File: config.mk
export PLATFORM = sky130hd
export DESIGN_NAME = pc_sequencer
export DESIGN_NICKNAME = d
export VERILOG_FILES = /design/src/rtl/pc_sequencer.sv
export SDC_FILE = /design/constraint.sdc
export NUM_CORES = 1
export LEC_CHECK = 0
export ABC_AREA = 1
export ABC_CLOCK_PERIOD_IN_PS = 2700
export CORE_ASPECT_RATIO = 1.5
export CORE_MARGIN = 5
export CORE_UTILIZATION = 45
export CTS_CLUSTER_SIZE = 8
export DETAILED_ROUTE_END_ITERATION = 10
export DONT_BUFFER_PORTS = 1
export HOLD_SLACK_MARGIN = 0.15
export PLACE_DENSITY_LB_ADDON = 0.1
export SLEW_MARGIN = 20
export SYNTH_ARGS = -nofsm -noshare
export SYNTH_HDL_FRONTEND = slang
export SYNTH_SLANG_ARGS = --single-unit
File: constraint.sdc
create_clock -name clk -period 2.7 [get_ports clk]
set_clock_uncertainty 0.15 [all_clocks]
set_input_delay 0.27 -clock clk [delete_from_list [all_inputs] [get_ports clk]]
set_output_delay 0.27 -clock clk [all_outputs]
set_load 0.05 [all_outputs]
File: src/rtl/pc_sequencer.sv
// Fetch PC sequencer: exception, stall-held redirect, eret/branch and sequential stepping.
// Define PC_FETCH_CHECK_EN to flag misaligned or out-of-range fetch addresses on fetch_exc.
module pc_sequencer #(
    parameter int               WIDTH      = 32,
    parameter logic [WIDTH-1:0] RESET_VEC  = 32'h0000_3000,
    parameter logic [WIDTH-1:0] EXC_VEC    = 32'h0000_4180,
    parameter int               STEP       = 4,
    parameter logic [WIDTH-1:0] IMEM_BASE  = 32'h0000_3000,
    parameter logic [WIDTH-1:0] IMEM_LIMIT = 32'h0000_6FFF
) (
    input  logic             clk,
    input  logic             reset,
    input  logic             stall,
    input  logic             redirect,
    input  logic [WIDTH-1:0] target_pc,
    input  logic             eret,
    input  logic [WIDTH-1:0] epc,
    input  logic             exc_req,
    output logic [WIDTH-1:0] pc,
    output logic [WIDTH-1:0] pc_plus,
    output logic             pend_valid,
    output logic             fetch_exc,
    output logic [15:0]      stall_cnt
);

    typedef enum logic {
        RUN  = 1'b0,
        HELD = 1'b1
    } state_t;

    state_t           state_q, state_d;
    logic [WIDTH-1:0] pc_q = RESET_VEC;
    logic [WIDTH-1:0] pc_d;
    logic [WIDTH-1:0] pend_q, pend_d;
    logic [15:0]      stall_cnt_q, stall_cnt_d;

    assign pc_plus = pc_q + WIDTH'(STEP);

    // Priority: exc_req > stall > pending > eret > redirect > sequential.
    always_comb begin
        state_d     = state_q;
        pc_d        = pc_q;
        pend_d      = pend_q;
        stall_cnt_d = stall_cnt_q;

        if (stall && (stall_cnt_q != 16'hFFFF)) begin
            stall_cnt_d = stall_cnt_q + 16'd1;
        end

        if (exc_req) begin
            pc_d    = EXC_VEC;
            state_d = RUN;
            pend_d  = '0;
        end else if (stall) begin
            // Only the first redirect seen during a stall is remembered.
            if ((state_q == RUN) && (eret || redirect)) begin
                pend_d  = eret ? epc : target_pc;
                state_d = HELD;
            end
        end else if (state_q == HELD) begin
            pc_d    = pend_q;
            state_d = RUN;
        end else if (eret) begin
            pc_d = epc;
        end else if (redirect) begin
            pc_d = target_pc;
        end else begin
            pc_d = pc_plus;
        end
    end

    always_ff @(posedge clk) begin
        if (reset) begin
            state_q     <= RUN;
            pc_q        <= RESET_VEC;
            pend_q      <= '0;
            stall_cnt_q <= '0;
        end else begin
            state_q     <= state_d;
            pc_q        <= pc_d;
            pend_q      <= pend_d;
            stall_cnt_q <= stall_cnt_d;
        end
    end

    assign pc         = pc_q;
    assign pend_valid = (state_q == HELD);
    assign stall_cnt  = stall_cnt_q;

`ifdef PC_FETCH_CHECK_EN
    assign fetch_exc = (pc_q[1:0] != 2'b00) || (pc_q < IMEM_BASE) || (pc_q > IMEM_LIMIT);
`else
    logic unused_imem_cfg;
    assign unused_imem_cfg = ^{IMEM_BASE, IMEM_LIMIT};
    assign fetch_exc = 1'b0;
`endif

endmodule

# Word level (Yosys, flattened, before mapping)
# Index checks and enable logic that the tools add are counted.
# W data, S select, Z words.
[totals]
regBits = 81
word_cells = 23
[op_classes]
n_mux = 6
bitwise_logic = 2
addsub = 2
reduce_logical = 6
n_eq_ne = 2
[ops]
columns = ["op", "count"]
rows = [
  ["$mux W32", 4],
  ["$add A32 B3 Y32 const B", 1],
  ["$mux W15", 2],
  ["$add A16 B1 Y16 const B", 1],
  ["$ne A16 B16 Y1 const B", 1],
  ["$reduce_or A3 Y1", 1],
  ["$logic_and A1 B1 Y1", 2],
  ["$ne A2 B1 Y1 const B", 1],
  ["$not A1 Y1", 2],
  ["$reduce_and A2 Y1", 1],
  ["$reduce_or A2 Y1", 1],
  ["$logic_or A1 B1 Y1", 1],
]

# Longest topological paths before layout
[logic_depth]
depth_word = 6
depth_mapped = 12

# Worst setup path before layout
# No wires, ideal clock.
[synth_timing]
path_type = "register -> register"
from = "reg pc_q[2] (netlist: pc[2])"
to = "reg pc_q[5] (netlist: pc[5])"
path_buffers = 0
stages_incl_launch_ff = 8
setup_slack_ns = -0.060
required_ns = 2.480
arrival_ns = 2.540
path_cell_list = "dfxtp_1 -> inv_1 -> nor2_4 -> xor2_1 -> o21ai_0 -> nand3_1 -> o21ai_0 -> a21oi_1"
[synth_via]
elab_chain_len = 4
[synth_rtl]
columns = ["item", "line_no", "text"]
rows = [
  ["start, declared", "32", "logic [WIDTH-1:0] pc_q = RESET_VEC;"],
  ["start signal, assigned", "80", "pc_q <= pc_d;"],
  ["$add A32 B3 Y32", "37", "assign pc_plus = pc_q + WIDTH'(STEP);"],
  ["net pc_plus[5]", "20", "output logic [WIDTH-1:0] pc_plus,"],
  ["$mux W32", "65", "end else if (redirect) begin"],
  ["$mux W32", "63", "end else if (eret) begin"],
  ["$mux W32", "60", "end else if (state_q == HELD) begin"],
]
# The timed path passes the listed nets, and every way through them passes these cells.
# A chain may end at the register's enable or synchronous reset.

# Worst setup path in the final report
[layout_timing]
from = "reg state_q (netlist: pend_valid)"
to = "reg pend_q[24]"
[layout_via]
elab_chain_len = 3
[layout_rtl]
columns = ["item", "line_no", "text"]
rows = [
  ["start, declared", "31", "state_t state_q, state_d;"],
  ["start signal, assigned", "79", "state_q <= state_d;"],
  ["$not A1 Y1", "56", "if ((state_q == RUN) && (eret || redirect)) begin"],
  ["$logic_and A1 B1 Y1", "56", ""],
  ["$reduce_and A2 Y1 (no line)", "--", ""],
  ["end signal, assigned", "81", "pend_q <= pend_d;"],
  ["end, declared", "34", "logic [WIDTH-1:0] pend_q, pend_d;"],
]
# No other way between the ends.

==> impl_metrics.json <==
{
  "status": "finished, final reports clean",
  "drc": 0,
  "cts_max_path_buffers": 2,
  "hpwlAfterDp_um": 15130,
  "worst_path_max_delay_cell": "dfxtp_2",
  "critPathKind": "reg -> reg",
  "final-hold-violation-count": 0,
  "synth_cell_types": 31,
  "grt_use_total": 0.2854,
  "slew_viol_final": 0,
  "post_drt_wl_per_cell_um": 18.14,
  "path_common_cell": "a211oi_1",
  "critPathCaptureType": "flop",
  "fin_crit_sh": 0.9345,
  "start_kind": "flop",
  "fillerInstances": 1121,
  "drt_iter0_markers": 485,
  "maxCapViolCount": 0,
  "drt-total-wl_um": 21020,
  "cts_root_buf": "clkbuf_16",
  "ios": 152,
  "grt_overflow": 0,
  "drive_gt1_frac": 0.1203,
  "cts.htree.levels": 3,
  "tightest_slew_ns": 1.102,
  "syn_nets": 953,
  "final_common_cell": "nand2_1",
  "initial_utilization": 0.4547,
  "p_leak_nw": 3.111,
  "critPathMaxStageDelay_ns": 0.61,
  "crit_chain": "nor2_4 -> nand2_1 -> buf_4 -> a211oi_1 -> dlygate4sd3_1 -> a211oi_1",
  "dieArea_sq_um": 14290,
  "cts_made_buffers": 9,
  "nets": 1074,
  "synth-seq-cells": 81,
  "ant_nets": 0,
  "ir_worst_vdd_mv": 0.3857,
  "grt_pass1_wl_um": 31810,
  "cp.arrival_ns": 2.62,
  "synth_seq_area_share": 0.3014,
  "dieHeight_um": 143.9,
  "post_cts_buffers": 0,
  "syn_inst": 881,
  "clock_latency_ns": 0.34,
  "dr_total_vias": 6402,
  "rows": 49,
  "die_w_um": 99.28,
  "timing.hold.ws_ns": 0.1589,
  "setup_viol": 0,
  "finalCriticalPeriod_ns": 2.523,
  "gp_congestion": 1.010,
  "synth.cell_area_sq_um": 5380,
  "multiInputGateArea_sq_um": 3161,
  "hp-class": "in -> reg",
  "diodes": 0,
  "syn2layout_area_growth_pct": 34.56,
  "fmaxAchievable_mhz": 396.3,
  "required_ns": 2.79,
  "grt_max_degree": 85,
  "grt_setup_unrepaired": "no",
  "cts_tree": "yes",
  "crit_fanout": 57,
  "grt_pass1_vias": 5978,
  "p_per_area_nw_per_um2": 476.1,
  "coreArea_sq_um": 11830,
  "seq_area_sq_um": 1623,
  "clock-sinks": 81,
  "avgSynthCellArea_sq_um": 6.107,
  "numPortBuffers": 0,
  "final_design_area_no_fill_sq_um": 7239,
  "tns_ns": 0,
  "drtPass1Iterations": 5,
  "postPlaceCellArea_sq_um": 6137,
  "clk_pin_slew_ns": 0.06,
  "ys_warn_count": 0,
  "viasPerCell": 5.524,
  "final_cell_mix": "240 x nand2_1, 105 x a21oi_1, 104 x inv_1",
  "slew_headroom": 0.2646,
  "antenna_found_initial": 1
}
[flip-flops by register name, indices dropped and copies added, names as in the netlist, named ones only]
signal,cells
pc,30
pend_q,32
pend_valid,1
stall_cnt,16
[path summary, 6_finish.rpt]
| check | start | depth (start not counted) | slack (ns) | end |
|---|---|---|---|---|
| max | pend_valid | 6 | 0.18 | pend_q[24] |
| min | target_pc[28] | 6 | 0.16 | pc[28] |
| max reg2reg | pend_valid | 6 | 0.18 | pend_q[24] |
| min reg2reg | pend_q[6] | 2 | 0.31 | pend_q[6] |
[power by group]
group          total [mW]  switching [mW]  internal [mW]
Sequential           1.29          0.0427           1.24
Clock                1.34           0.503          0.834
Combinational       0.824           0.534          0.289
[worst max-delay path, delay by kind of cell (launching register included)]
family / cells / cell delay (ns)
flip-flops: 1 / 0.61
AND/OR/NAND/NOR: 2 / 0.23
buffers and inverters: 2 / 1.10
AO/OA/AOI/OAI: 2 / 0.29
[area by class of cell]
class | count | area share
inverters | 107 | 0.05582
flip-flops and latches | 81 | 0.2242
multi-input cells | 646 | 0.4366
clock buffers | 11 | 0.03353
well taps | 153 | 0.02644
clock inverters | 4 | 0.01054
repair buffers | 157 | 0.2129
[cells in the mapped netlist]
master,n,area [sq um]
nand2_1,241,904.6
a21oi_1,105,525.5
inv_1,104,390.4
nor2_1,84,315.3
dfxtp_1,81,1622
o21ai_0,64,320.3
nand3_1,47,235.2
a211oi_1,44,330.3
clkbuf_1,31,116.4
xor2_1,17,148.9
buf_2,9,45.04
or2_2,6,37.54
buf_4,5,37.54
nand4_1,5,31.28
nor2_4,5,56.30
xnor2_1,5,43.79
nor3_1,4,20.02
nor4_1,3,18.77
o22ai_1,3,18.77
a22oi_1,2,15.01
buf_6,2,22.52
clkinv_1,2,7.510
ha_1,2,25.02
nand2_2,2,12.51
nand3b_1,2,15.01
conb_1,1,3.750
inv_4,1,6.260
nand2_4,1,11.26
nand3_4,1,17.52
nor4_4,1,21.27
o21ai_1,1,5.000
[routing by layer]
| metal | global-route usage | wire, um | vias up |
|---|---|---|---|
| li1 | - | - | 3104 |
| met1 | 0.3404 | 8116 | 2922 |
| met2 | 0.4809 | 10340 | 300 |
| met3 | 0.05294 | 1477 | 74 |
| met4 | 0.1583 | 1071 | 2 |
| met5 | 0 | 12 | - |
[what timing repair did]
action                     CTS  global route
hold buffers                75             0
resized for setup            0             5
hold endpoints to repair    80             0
setup endpoints to repair    0             6
[logic make-up (layout without fill, tap and decap cells)]
| group | count (synthesis) | count (layout) | share of synthesized area |
|---|---|---|---|
| buffers and inverters | 154 | 279 | 0.1163 |
| XOR/XNOR | 22 | 22 | 0.03581 |
| AO/OA/AOI/OAI | 219 | 219 | 0.2258 |
| other | 1 | 1 | 0.0006970 |
| AND/OR/NAND/NOR | 402 | 402 | 0.3153 |
| adder cells (fa/ha/maj) | 2 | 2 | 0.004650 |
| flip-flops | 81 | 81 | 0.3014 |
[stage by stage]
stage	cells	setup slack (ns)	util	power [mW]
after detailed placement	1069	0.4110	0.5187	1.988
after global placement	1069	0.4624	0.5187	1.979
after global routing	1159	0.01737	0.6118	3.574
after floorplan	881	0.09915	-	1.814
after CTS	1159	0.03426	0.6106	3.460
final	1159	0.1769	0.6118	3.447
Power figures use the tool's default switching activity.
